--- src/rtl/wordle_scorer_if.sv ---
// Scoring request, status and renderer read bus between the game FSM / VGA
// renderer (master) and the guess scorer (slave).
interface wordle_scorer_if;
    logic        start;
    logic        clear;
    logic [39:0] guess;
    logic [39:0] answer;
    logic [2:0]  row;
    logic        busy;
    logic        done;
    logic        win;
    logic        err;
    logic [2:0]  rd_row;
    logic [2:0]  rd_col;
    logic [1:0]  rd_color;

    modport master (
        output start, clear, guess, answer, row, rd_row, rd_col,
        input  busy, done, win, err, rd_color
    );

    modport slave (
        input  start, clear, guess, answer, row, rd_row, rd_col,
        output busy, done, win, err, rd_color
    );
endinterface

--- src/rtl/wordle_scorer.sv ---
// Duplicate-aware Wordle guess scorer with an internal ROWS x 5 colour store.
// A start edge runs a fixed 16-cycle sequence: 5 green passes, 5 yellow
// passes, 5 store writes, then a one-cycle done.
//
// state    | meaning
// ---------+---------------------------------------------------------------
// S_IDLE   | waiting for a start edge; win holds the last result
// S_GREEN  | idx 0..4: exact-position matches, mark green and consume answer
// S_YELLOW | idx 0..4: lowest unconsumed matching answer letter -> yellow
// S_COMMIT | idx 0..4: write colour of letter idx into store[row_q]
// S_DONE   | one cycle, done pulse is high, then back to idle
module wordle_scorer #(
    parameter int ROWS = 6
) (
    input logic             board_clk,
    input logic             reset,
    wordle_scorer_if.slave  bus
);

    typedef enum logic [2:0] {
        S_IDLE,
        S_GREEN,
        S_YELLOW,
        S_COMMIT,
        S_DONE
    } state_t;

    state_t      state;
    logic        start_d;
    logic [7:0]  g_q [5];
    logic [7:0]  a_q [5];
    logic [2:0]  row_q;
    logic [4:0]  green;
    logic [4:0]  yellow;
    logic [4:0]  used;
    logic [2:0]  idx;
    logic [1:0]  store [ROWS][5];
    logic        busy_q;
    logic        done_q;
    logic        win_q;
    logic        err_q;

    logic        start_edge;
    logic        row_ok;
    logic        y_hit;
    logic [2:0]  y_j;

    assign start_edge = bus.start & ~start_d;
    assign row_ok     = int'(bus.row) < ROWS;

    assign bus.busy = busy_q;
    assign bus.done = done_q;
    assign bus.win  = win_q;
    assign bus.err  = err_q;

    // Lowest unconsumed answer position matching the current guess letter;
    // scanning downward lets the lowest hit overwrite higher ones.
    always_comb begin
        y_hit = 1'b0;
        y_j   = 3'd0;
        for (int j = 4; j >= 0; j--) begin
            if (!used[j] && (a_q[j] == g_q[idx])) begin
                y_hit = 1'b1;
                y_j   = 3'(j);
            end
        end
    end

    // Renderer read port; out-of-range coordinates read as empty.
    always_comb begin
        bus.rd_color = 2'b00;
        if ((int'(bus.rd_row) < ROWS) && (bus.rd_col < 3'd5)) begin
            bus.rd_color = store[bus.rd_row][bus.rd_col];
        end
    end

    // Scoring sequencer, colour store and registered status outputs.
    always_ff @(posedge board_clk or posedge reset) begin
        if (reset) begin
            state   <= S_IDLE;
            start_d <= 1'b0;
            row_q   <= 3'd0;
            green   <= 5'd0;
            yellow  <= 5'd0;
            used    <= 5'd0;
            idx     <= 3'd0;
            busy_q  <= 1'b0;
            done_q  <= 1'b0;
            win_q   <= 1'b0;
            err_q   <= 1'b0;
            for (int k = 0; k < 5; k++) begin
                g_q[k] <= 8'd0;
                a_q[k] <= 8'd0;
            end
            for (int r = 0; r < ROWS; r++) begin
                for (int c = 0; c < 5; c++) begin
                    store[r][c] <= 2'b00;
                end
            end
        end else begin
            start_d <= bus.start;
            done_q  <= 1'b0;
            err_q   <= 1'b0;
            if (bus.clear) begin
                // clear takes priority over any start edge in the same cycle
                state  <= S_IDLE;
                idx    <= 3'd0;
                busy_q <= 1'b0;
                win_q  <= 1'b0;
                for (int r = 0; r < ROWS; r++) begin
                    for (int c = 0; c < 5; c++) begin
                        store[r][c] <= 2'b00;
                    end
                end
            end else begin
                err_q <= start_edge && ((state != S_IDLE) || !row_ok);
                case (state)
                    S_IDLE: begin
                        if (start_edge && row_ok) begin
                            for (int k = 0; k < 5; k++) begin
                                g_q[k] <= bus.guess[39-8*k -: 8];
                                a_q[k] <= bus.answer[39-8*k -: 8];
                            end
                            row_q  <= bus.row;
                            green  <= 5'd0;
                            yellow <= 5'd0;
                            used   <= 5'd0;
                            idx    <= 3'd0;
                            busy_q <= 1'b1;
                            win_q  <= 1'b0;
                            state  <= S_GREEN;
                        end
                    end
                    S_GREEN: begin
                        if (g_q[idx] == a_q[idx]) begin
                            green[idx] <= 1'b1;
                            used[idx]  <= 1'b1;
                        end
                        if (idx == 3'd4) begin
                            idx   <= 3'd0;
                            state <= S_YELLOW;
                        end else begin
                            idx <= idx + 3'd1;
                        end
                    end
                    S_YELLOW: begin
                        if (!green[idx] && y_hit) begin
                            yellow[idx] <= 1'b1;
                            used[y_j]   <= 1'b1;
                        end
                        if (idx == 3'd4) begin
                            idx   <= 3'd0;
                            state <= S_COMMIT;
                        end else begin
                            idx <= idx + 3'd1;
                        end
                    end
                    S_COMMIT: begin
                        store[row_q][idx] <= green[idx]  ? 2'b11 :
                                             yellow[idx] ? 2'b10 : 2'b01;
                        if (idx == 3'd4) begin
                            idx    <= 3'd0;
                            done_q <= 1'b1;
                            win_q  <= &green;
                            state  <= S_DONE;
                        end else begin
                            idx <= idx + 3'd1;
                        end
                    end
                    S_DONE: begin
                        busy_q <= 1'b0;
                        state  <= S_IDLE;
                    end
                    default: begin
                        busy_q <= 1'b0;
                        state  <= S_IDLE;
                    end
                endcase
            end
        end
    end

endmodule

--- src/flat_wrapper.sv ---
// flat-port wrapper written by rule: the top's interface ports become plain ports
module wordle_scorer_flat 
#(
    parameter int ROWS = 6
)
  (board_clk, reset, bus_start, bus_clear, bus_guess, bus_answer, bus_row, bus_rd_row, bus_rd_col, bus_busy, bus_done, bus_win, bus_err, bus_rd_color);
  wordle_scorer_if bus_i ();
  input logic board_clk;
  input logic reset;
  input wire logic [$bits(bus_i.start)-1:0] bus_start;
  input wire logic [$bits(bus_i.clear)-1:0] bus_clear;
  input wire logic [$bits(bus_i.guess)-1:0] bus_guess;
  input wire logic [$bits(bus_i.answer)-1:0] bus_answer;
  input wire logic [$bits(bus_i.row)-1:0] bus_row;
  input wire logic [$bits(bus_i.rd_row)-1:0] bus_rd_row;
  input wire logic [$bits(bus_i.rd_col)-1:0] bus_rd_col;
  output wire logic [$bits(bus_i.busy)-1:0] bus_busy;
  output wire logic [$bits(bus_i.done)-1:0] bus_done;
  output wire logic [$bits(bus_i.win)-1:0] bus_win;
  output wire logic [$bits(bus_i.err)-1:0] bus_err;
  output wire logic [$bits(bus_i.rd_color)-1:0] bus_rd_color;
  assign bus_i.start = bus_start;
  assign bus_i.clear = bus_clear;
  assign bus_i.guess = bus_guess;
  assign bus_i.answer = bus_answer;
  assign bus_i.row = bus_row;
  assign bus_i.rd_row = bus_rd_row;
  assign bus_i.rd_col = bus_rd_col;
  assign bus_busy = bus_i.busy;
  assign bus_done = bus_i.done;
  assign bus_win = bus_i.win;
  assign bus_err = bus_i.err;
  assign bus_rd_color = bus_i.rd_color;
  wordle_scorer #(.ROWS(ROWS)) u_core (.board_clk(board_clk), .reset(reset), .bus(bus_i));
endmodule
--- config.mk ---
export PLATFORM = sky130hd
export DESIGN_NAME = wordle_scorer_flat
export DESIGN_NICKNAME = d
export VERILOG_FILES = /design/src/rtl/wordle_scorer_if.sv /design/src/rtl/wordle_scorer.sv /design/src/flat_wrapper.sv
export SDC_FILE = /design/constraint.sdc
export NUM_CORES = 1
export LEC_CHECK = 0
export ABC_AREA = 1
export CORE_ASPECT_RATIO = 1.75
export CORE_UTILIZATION = 45
export DETAILED_ROUTE_END_ITERATION = 8
export GPL_TIMING_DRIVEN = 0
export PLACE_DENSITY = 0.66
export SKIP_LAST_GASP = 1
export SYNTH_ARGS = -nofsm -noshare
export SYNTH_HDL_FRONTEND = slang
export SYNTH_SLANG_ARGS = --single-unit
--- constraint.sdc ---
create_clock -name board_clk -period 12.1 [get_ports board_clk]
set_clock_uncertainty 0.1 [all_clocks]
set_input_delay 1.815 -clock board_clk [delete_from_list [all_inputs] [get_ports board_clk]]
set_output_delay 1.815 -clock board_clk [all_outputs]
set_load 0.01 [all_outputs]
==> impl_results.md, run 1 <==
- Status: complete, no violations
- Kind of critical path: in -> out
- DR WL/cell: 18.8 um
- Hold slack final: 374 ps
- CP endpoint kind: output pin
- Netlist cell types: 48
- Die ar.: 21200 um2
- Number of antenna violations at the first check in global routing: 0
- Vias in the first global route: 9249
- Max-slew headroom: 22.8%
- Synthesized Nets: 1350
- Total number of vias: 9140
- Worst-Skew Late Latency: 450 ps
- CTS tree: yes
- Remaining DRCs: 0
- H-tree Lvls: 4
- DRT iter0 DRCs: 671
- Slowest cell on crit path: clkdlybuf4s50_1
- Slew @ Worst Pin: 1150 ps
- Grt ovf: 0
- Largest net degree at the start of global routing: 117
- IR drop worst, VDD: 0.000127 V
- Final setup viols: 0
- Crit path DAT: 4190 ps
- DIE WIDTH: 110 um
- Clock root buffer: clkbuf_16
- Fin crit share: 50.5%
- # diodes: 0
- Biggest cell delay along the critical path: 630 ps
- Drt via density: 5.60
- Syn avg cell area: 7.38 um2
- Post-CTS sizing: 0
- Post-CTS Hold Fix Bufs: 0
- Synth async-reset ratio: 100%
- Achievable Freq: 164 MHz
- CP Buf/Inv Count: 3
- Max Fanout on Critical Path: 10
- Cell family with most CP delay: buffers and inverters
- GP Congestion: 1.01
- Pins Over Slew Limit: 0
- Final nets: 1466
- IO Port Bufs: 95
- Io pins: 99
- Core area: 20200 um2
- Synth Flop Type: dfrtp_1
- Post-detail-place hpwl: 23500 um
- RSZ-0062 raised after global routing: false
- Clock transition at path regs: 70 ps
- Max Buffers Root-to-Sink: 2
- Final ANT Viol Nets: 0
- Shortest period the worst path allows: 6100 ps
- Startpoint types: input port
- Worst min-delay path class: reg -> reg
- Placed cells: 1600
- Post-CTS Setup Bufs: 0
- EDFF count, synth: 0
- DRT Pass-1 Iters: 5
- Area growth, synth to finish: 20.6%
- Seq/Total Area, Yosys: 45.7%
- Total GRT Usage: 30.2%
- Clk sink count: 169
- Total routed wirelength: 30700 um
- Max-cap violation count: 0
- Share of cells above drive strength 1: 6.29%
- Cell count after synthesis: 1255
- Effective utilization at floorplan: 45.9%
- Power Dens Cells: 232 nW/um2
- Setup TNS: 0 ps
- Critical Path, Cell by Cell: clkdlybuf4s50_1 -> clkbuf_1 -> nand3_1 -> a32o_1 -> a32o_1 -> nand2_1 -> nand2_1 -> clkdlybuf4s50_1
- Pleak: 5.08 nW
- Worst Path Required: 10180 ps
- Yosys reg bits: 169
- YS warnings: 0
- Inserted Clock Buffers: 17
- Global-route wire length before repair: 48600 um
- Number of placement rows: 69
- Post-Layout Cell Count: 1632
- Syn Std Cell Area: 9260 um2
- Die Span Y: 192 um
- Endpoints failing hold: 0
[registers in the layout, summed over array words and instances (netlist names), 3 cells and up]
register,cells
u_core.state,3
u_core.yellow,5
u_core.green,5
u_core.used,5
u_core.g_q,40
u_core.a_q,40
u_core.store,60
u_core.idx,3
u_core.row_q,3
[placed cells by master, fill, tap and decap left out, drive strengths merged, types with 5 or more instances in the layout]
master,netlist,layout
a21oi,44,44
a32o,7,7
buf,13,15
clkbuf,45,68
clkdlybuf4s50,0,95
clkinv,3,6
dfrtp,169,169
inv,108,110
nand2,412,412
nand3,105,105
nand4,30,30
nor2,88,88
nor3,11,11
o211ai,5,5
o21ai,161,161
o22ai,16,16
xor2,10,10
[metrics by stage]
stage	setup slack [ps]	cell area [um2]	power [mW]	util [%]
final	6000	11200	2.59	55.3
after global routing	5820	11200	2.76	55.3
after CTS	6030	11200	2.58	55.3
after detailed placement	6040	10600	2.02	52.4
after global placement	3160	10500	1.99	52.1
after floorplan	5610	9260	1.62	-
[tightest hold or removal path, cell delays in order (launching register included)]
cell,delay [ps]
dfrtp_1,340
nand2_1,50
nand2_1,50
[per-layer routing]
metal  track usage [%]  share of wire, %  vias up
met3              4.32               4.5      107
met4              20.6               6.3        0
met1              30.0                35     4322
li1                  -                 -     4365
met2              57.5                54      346
met5                 0                 0        -
[report_power, final]
group          internal (mW)  total, mW  switching [mW]
combinational          0.370       1.21           0.837
sequential             0.724      0.829           0.105
clock                  0.322      0.559           0.237
total                   1.42       2.59            1.18
[synth_stat cells (2+ instances only)]
cell	instances	share of area (%)
nand3_2	3	0.32
clkinv_1	3	0.12
nand3_1	100	5.4
o21ai_0	140	7.6
and2_1	2	0.14
nand3_4	2	0.38
buf_4	2	0.16
nand4_1	30	2.0
o21ai_1	20	1.1
inv_1	95	3.8
nor2_2	4	0.27
a221oi_1	2	0.19
buf_6	5	0.61
a21oi_1	44	2.4
ha_1	2	0.27
inv_2	12	0.49
clkbuf_1	45	1.8
o221ai_1	4	0.38
a32o_1	7	0.76
dfrtp_1	169	46
o211ai_1	5	0.41
o22ai_1	16	1.1
xor2_1	10	0.95
nor2_1	78	3.2
nor3_1	10	0.54
nor2_4	5	0.61
nand3b_1	3	0.24
nor4_1	3	0.20
nand2_2	6	0.41
nand2_1	405	16
xnor2_1	2	0.19
buf_2	5	0.27
[kinds of logic (layout without fill, tap and decap cells)]
group	after synthesis	after routing	share of synthesized area, %
simple gates	656	656	30.7
compound gates	247	247	14.8
flops	169	169	45.7
buf+inv	169	298	7.43
xor+xnor	12	12	1.13
fa+ha+maj	2	2	0.270
[path summary, 6_finish.rpt]
| path | startpoint | end | slack [ps] | cells past startpoint |
|---|---|---|---|---|
| max | bus_rd_row[1] | bus_rd_color[0] | 6000 | 8 |
| min | u_core.g_q[31] | u_core.g_q[31] | 370 | 2 |
| max reg2reg | u_core.idx[0] | u_core.store[20] | 8900 | 11 |
| min reg2reg | u_core.g_q[31] | u_core.g_q[31] | 370 | 2 |
| max in group asynchronous | reset | u_core.a_q[24] | 9320 | 3 |
| min in group asynchronous | reset | u_core.g_q[26] | 1680 | 2 |
[cell type report]
type                    count  area [um2]
well taps                 248         310
clock inverters             9         114
plain buffers              58         269
clock buffers              23         478
repair buffers             97         983
multi-input cells         917        4360
inverters                 111         427
flip-flops and latches    169        4230
fillers                  2028        9030
Power figures use the tool's default switching activity.
==> inputs of run 2 (changes only) <==
==> constraint.sdc (replaced) <==
create_clock -name board_clk -period 5.8 [get_ports board_clk]
set_clock_uncertainty 0.1 [all_clocks]
set_input_delay 0.87 -clock board_clk [delete_from_list [all_inputs] [get_ports board_clk]]
set_output_delay 0.87 -clock board_clk [all_outputs]
set_load 0.01 [all_outputs]
==> results of run 2 <==
Same layout as run 1 (identical final DEF). Status: complete, no violations.
Among the figures that moved: setup slack after placement 6040 ps -> 1630 ps; setup slack after layout 6000 ps -> 1590 ps; register-to-register setup slack 8900 ps -> 2600 ps; total power 2.59 mW -> 5.41 mW; worst IR drop on VDD 0.000127 V -> 0.000265 V
==> inputs of run 3 (changes only) <==
==> constraint.sdc (replaced) <==
create_clock -name board_clk -period 4.05 [get_ports board_clk]
set_clock_uncertainty 0.1 [all_clocks]
set_input_delay 0.6075 -clock board_clk [delete_from_list [all_inputs] [get_ports board_clk]]
set_output_delay 0.6075 -clock board_clk [all_outputs]
set_load 0.01 [all_outputs]
==> impl_results.md, run 3 (synthesized netlist as in run 1, its figures left out) <==
- Remaining DRCs: 0 (unchanged)
- Worst Path Required: 3340 ps
- Crit path DAT: 3030 ps
- Power Dens Cells: 686 nW/um2
- Overall power: 7.68 mW
- Pins Over Slew Limit: 0 (unchanged)
- Worst-Skew Late Latency: 450 ps (about the same)
- Pleak: 5.10 nW (+0.34%)
- Total number of vias: 8998 (-1.6%)
- DRT Pass-1 Iters: 7 (+2)
- Clk sink count: 169 (unchanged)
- Final setup viols: 0 (unchanged)
- Effective utilization at floorplan: 45.9% (unchanged)
- Max-slew headroom: 10.5% (-12 points)
- DRT iter0 DRCs: 543 (-19%)
- Grt ovf: 0 (unchanged)
- Drt via density: 5.50 (-1.7%)
- Slew @ Worst Pin: 1330 ps (+183 ps)
- CTS tree: yes
- Post-Layout Cell Count: 1635 (+0.18%)
- Clock root buffer: clkbuf_16
- Top flop regs: u_core.store x60, u_core.a_q x40, u_core.g_q x40
- Post-CTS sizing: 0 (unchanged)
- Hold slack final: 375 ps (+0.777 ps)
- Io pins: 99 (unchanged)
- Fin crit share: 92.2%
- Achievable Freq: 268 MHz
- Post-CTS Hold Fix Bufs: 0 (unchanged)
- # diodes: 0 (unchanged)
- Total routed wirelength: 30700 um (-0.18%)
- Most frequent cells in the layout: 405 x nand2_1, 169 x dfrtp_1, 140 x o21ai_0, 100 x nand3_1, 95 x clkdlybuf4s50_1
- IR drop worst, VDD: 0.000441 V
- Total GRT Usage: 30.1% (-0.061 points)
- Core area: 20200 um2 (unchanged)
- Placed cells: 1604 (+0.25%)
- Largest net degree at the start of global routing: 43 (-63%)
- Max Fanout on Critical Path: 10 (unchanged)
- Global-route wire length before repair: 48300 um (-0.60%)
- CP endpoint kind: output pin
- H-tree Lvls: 4 (unchanged)
- Die ar.: 21200 um2 (unchanged)
- Max-cap violation count: 0 (unchanged)
- Worst min-delay path class: reg -> reg
- Vias in the first global route: 8941 (-3.3%)
- Die Span Y: 192 um (unchanged)
- Post-detail-place hpwl: 24100 um (+2.3%)
- Endpoints failing hold: 0 (unchanged)
- Number of flip-flops in the largest register: 60 (unchanged)
- IO Port Bufs: 95 (unchanged)
- RSZ-0062 raised after global routing: false
- Shortest period the worst path allows: 3730 ps
- GP Congestion: 0.973 (-4.0%)
- Biggest register: u_core.store
- Clock transition at path regs: 60 ps (about the same)
- DIE WIDTH: 110 um (unchanged)
- Fill cell count: 2045 (+0.84%)
- Startpoint types: input port
- Share of cells above drive strength 1: 6.63% (+0.35 points)
- Area growth, synth to finish: 20.9%
- Final nets: 1470 (+0.27%)
- Status: complete, no violations
- Max Buffers Root-to-Sink: 2 (unchanged)
- Inserted Clock Buffers: 17 (unchanged)
- Number of antenna violations at the first check in global routing: 0 (unchanged)
- Number of placement rows: 69 (unchanged)
- Kind of critical path: in -> out
- DR WL/cell: 18.8 um (-0.36%)
- Post-CTS Setup Bufs: 0 (unchanged)
- Final ANT Viol Nets: 0 (unchanged)
- Commonest non-fill, non-tap cell in the layout: nand2_1
- Layout Utilization: 55.4% (+0.12 points)
[run 3: cell types whose count changed in the layout (fill, tap and decap cells not counted), sizes merged]
cell and change:
buf +4, clkbuf -2, clkinv +2, bufinv -1
[run 3: critical path: stages]
cell and delay [ps]:
clkdlybuf4s50_1 630, clkbuf_1 500, o21ai_0 160, o21ai_0 180, nand2_1 60, o21ai_0 160
nand2_1 120, nand2_1 80, clkdlybuf4s50_1 520
[run 3: through the flow]
stage	worst slack (ps)	cell area [um2]	setup TNS (ps)
5_1_grt	89.8	11200	0
6_report	316	11200	0
3_5_place_dp	344	10600	0
2_1_floorplan	1190	9270	0
4_1_cts	341	11200	0
3_3_place_gp	-325	10500	-52080
[run 3: final timing paths]
check / from / to / slack (ps) / cells after the start
min: u_core.g_q[16] / u_core.g_q[16] / 370 / 2
max reg2reg: u_core.idx[0] / u_core.store[4] / 880 / 11
max: bus_rd_row[1] / bus_rd_color[1] / 320 / 9
max in group asynchronous: reset / u_core.store[1] / 2360 / 4
min reg2reg: u_core.g_q[16] / u_core.g_q[16] / 370 / 2
min in group asynchronous: reset / u_core.store[43] / 570 / 2
[run 3: area by class of cell]
type | instances | area (um2) | share of cell area [%]
Buffer | 58 | 269 | 2.40
Clock buffer | 21 | 470 | 4.20
Clock inverter | 10 | 92.6 | 0.827
Inverter | 111 | 423 | 3.78
Multi-Input combinational cell | 917 | 4360 | 38.9
Sequential cell | 169 | 4230 | 37.8
Tap cell | 248 | 310 | 2.77
Timing Repair Buffer | 101 | 1040 | 9.30
[run 3: report_power, final]
group	switching, mW	internal, mW	total (mW)	leakage, nW
registers	0.306	2.16	2.47	2.22
logic	2.49	1.11	3.61	2.60
clock network	0.702	0.894	1.60	0.280
total	3.50	4.17	7.68	5.10
[run 3: metal layers]
layer | wire length [um] | track usage (%) | vias up
met1 | 10900 | 30.5 | 4261
met5 | 0 | 0 | -
met4 | 2060 | 20.6 | 0
li1 | - | - | 4383
met3 | 982 | 4.32 | 96
met2 | 16700 | 56.8 | 258
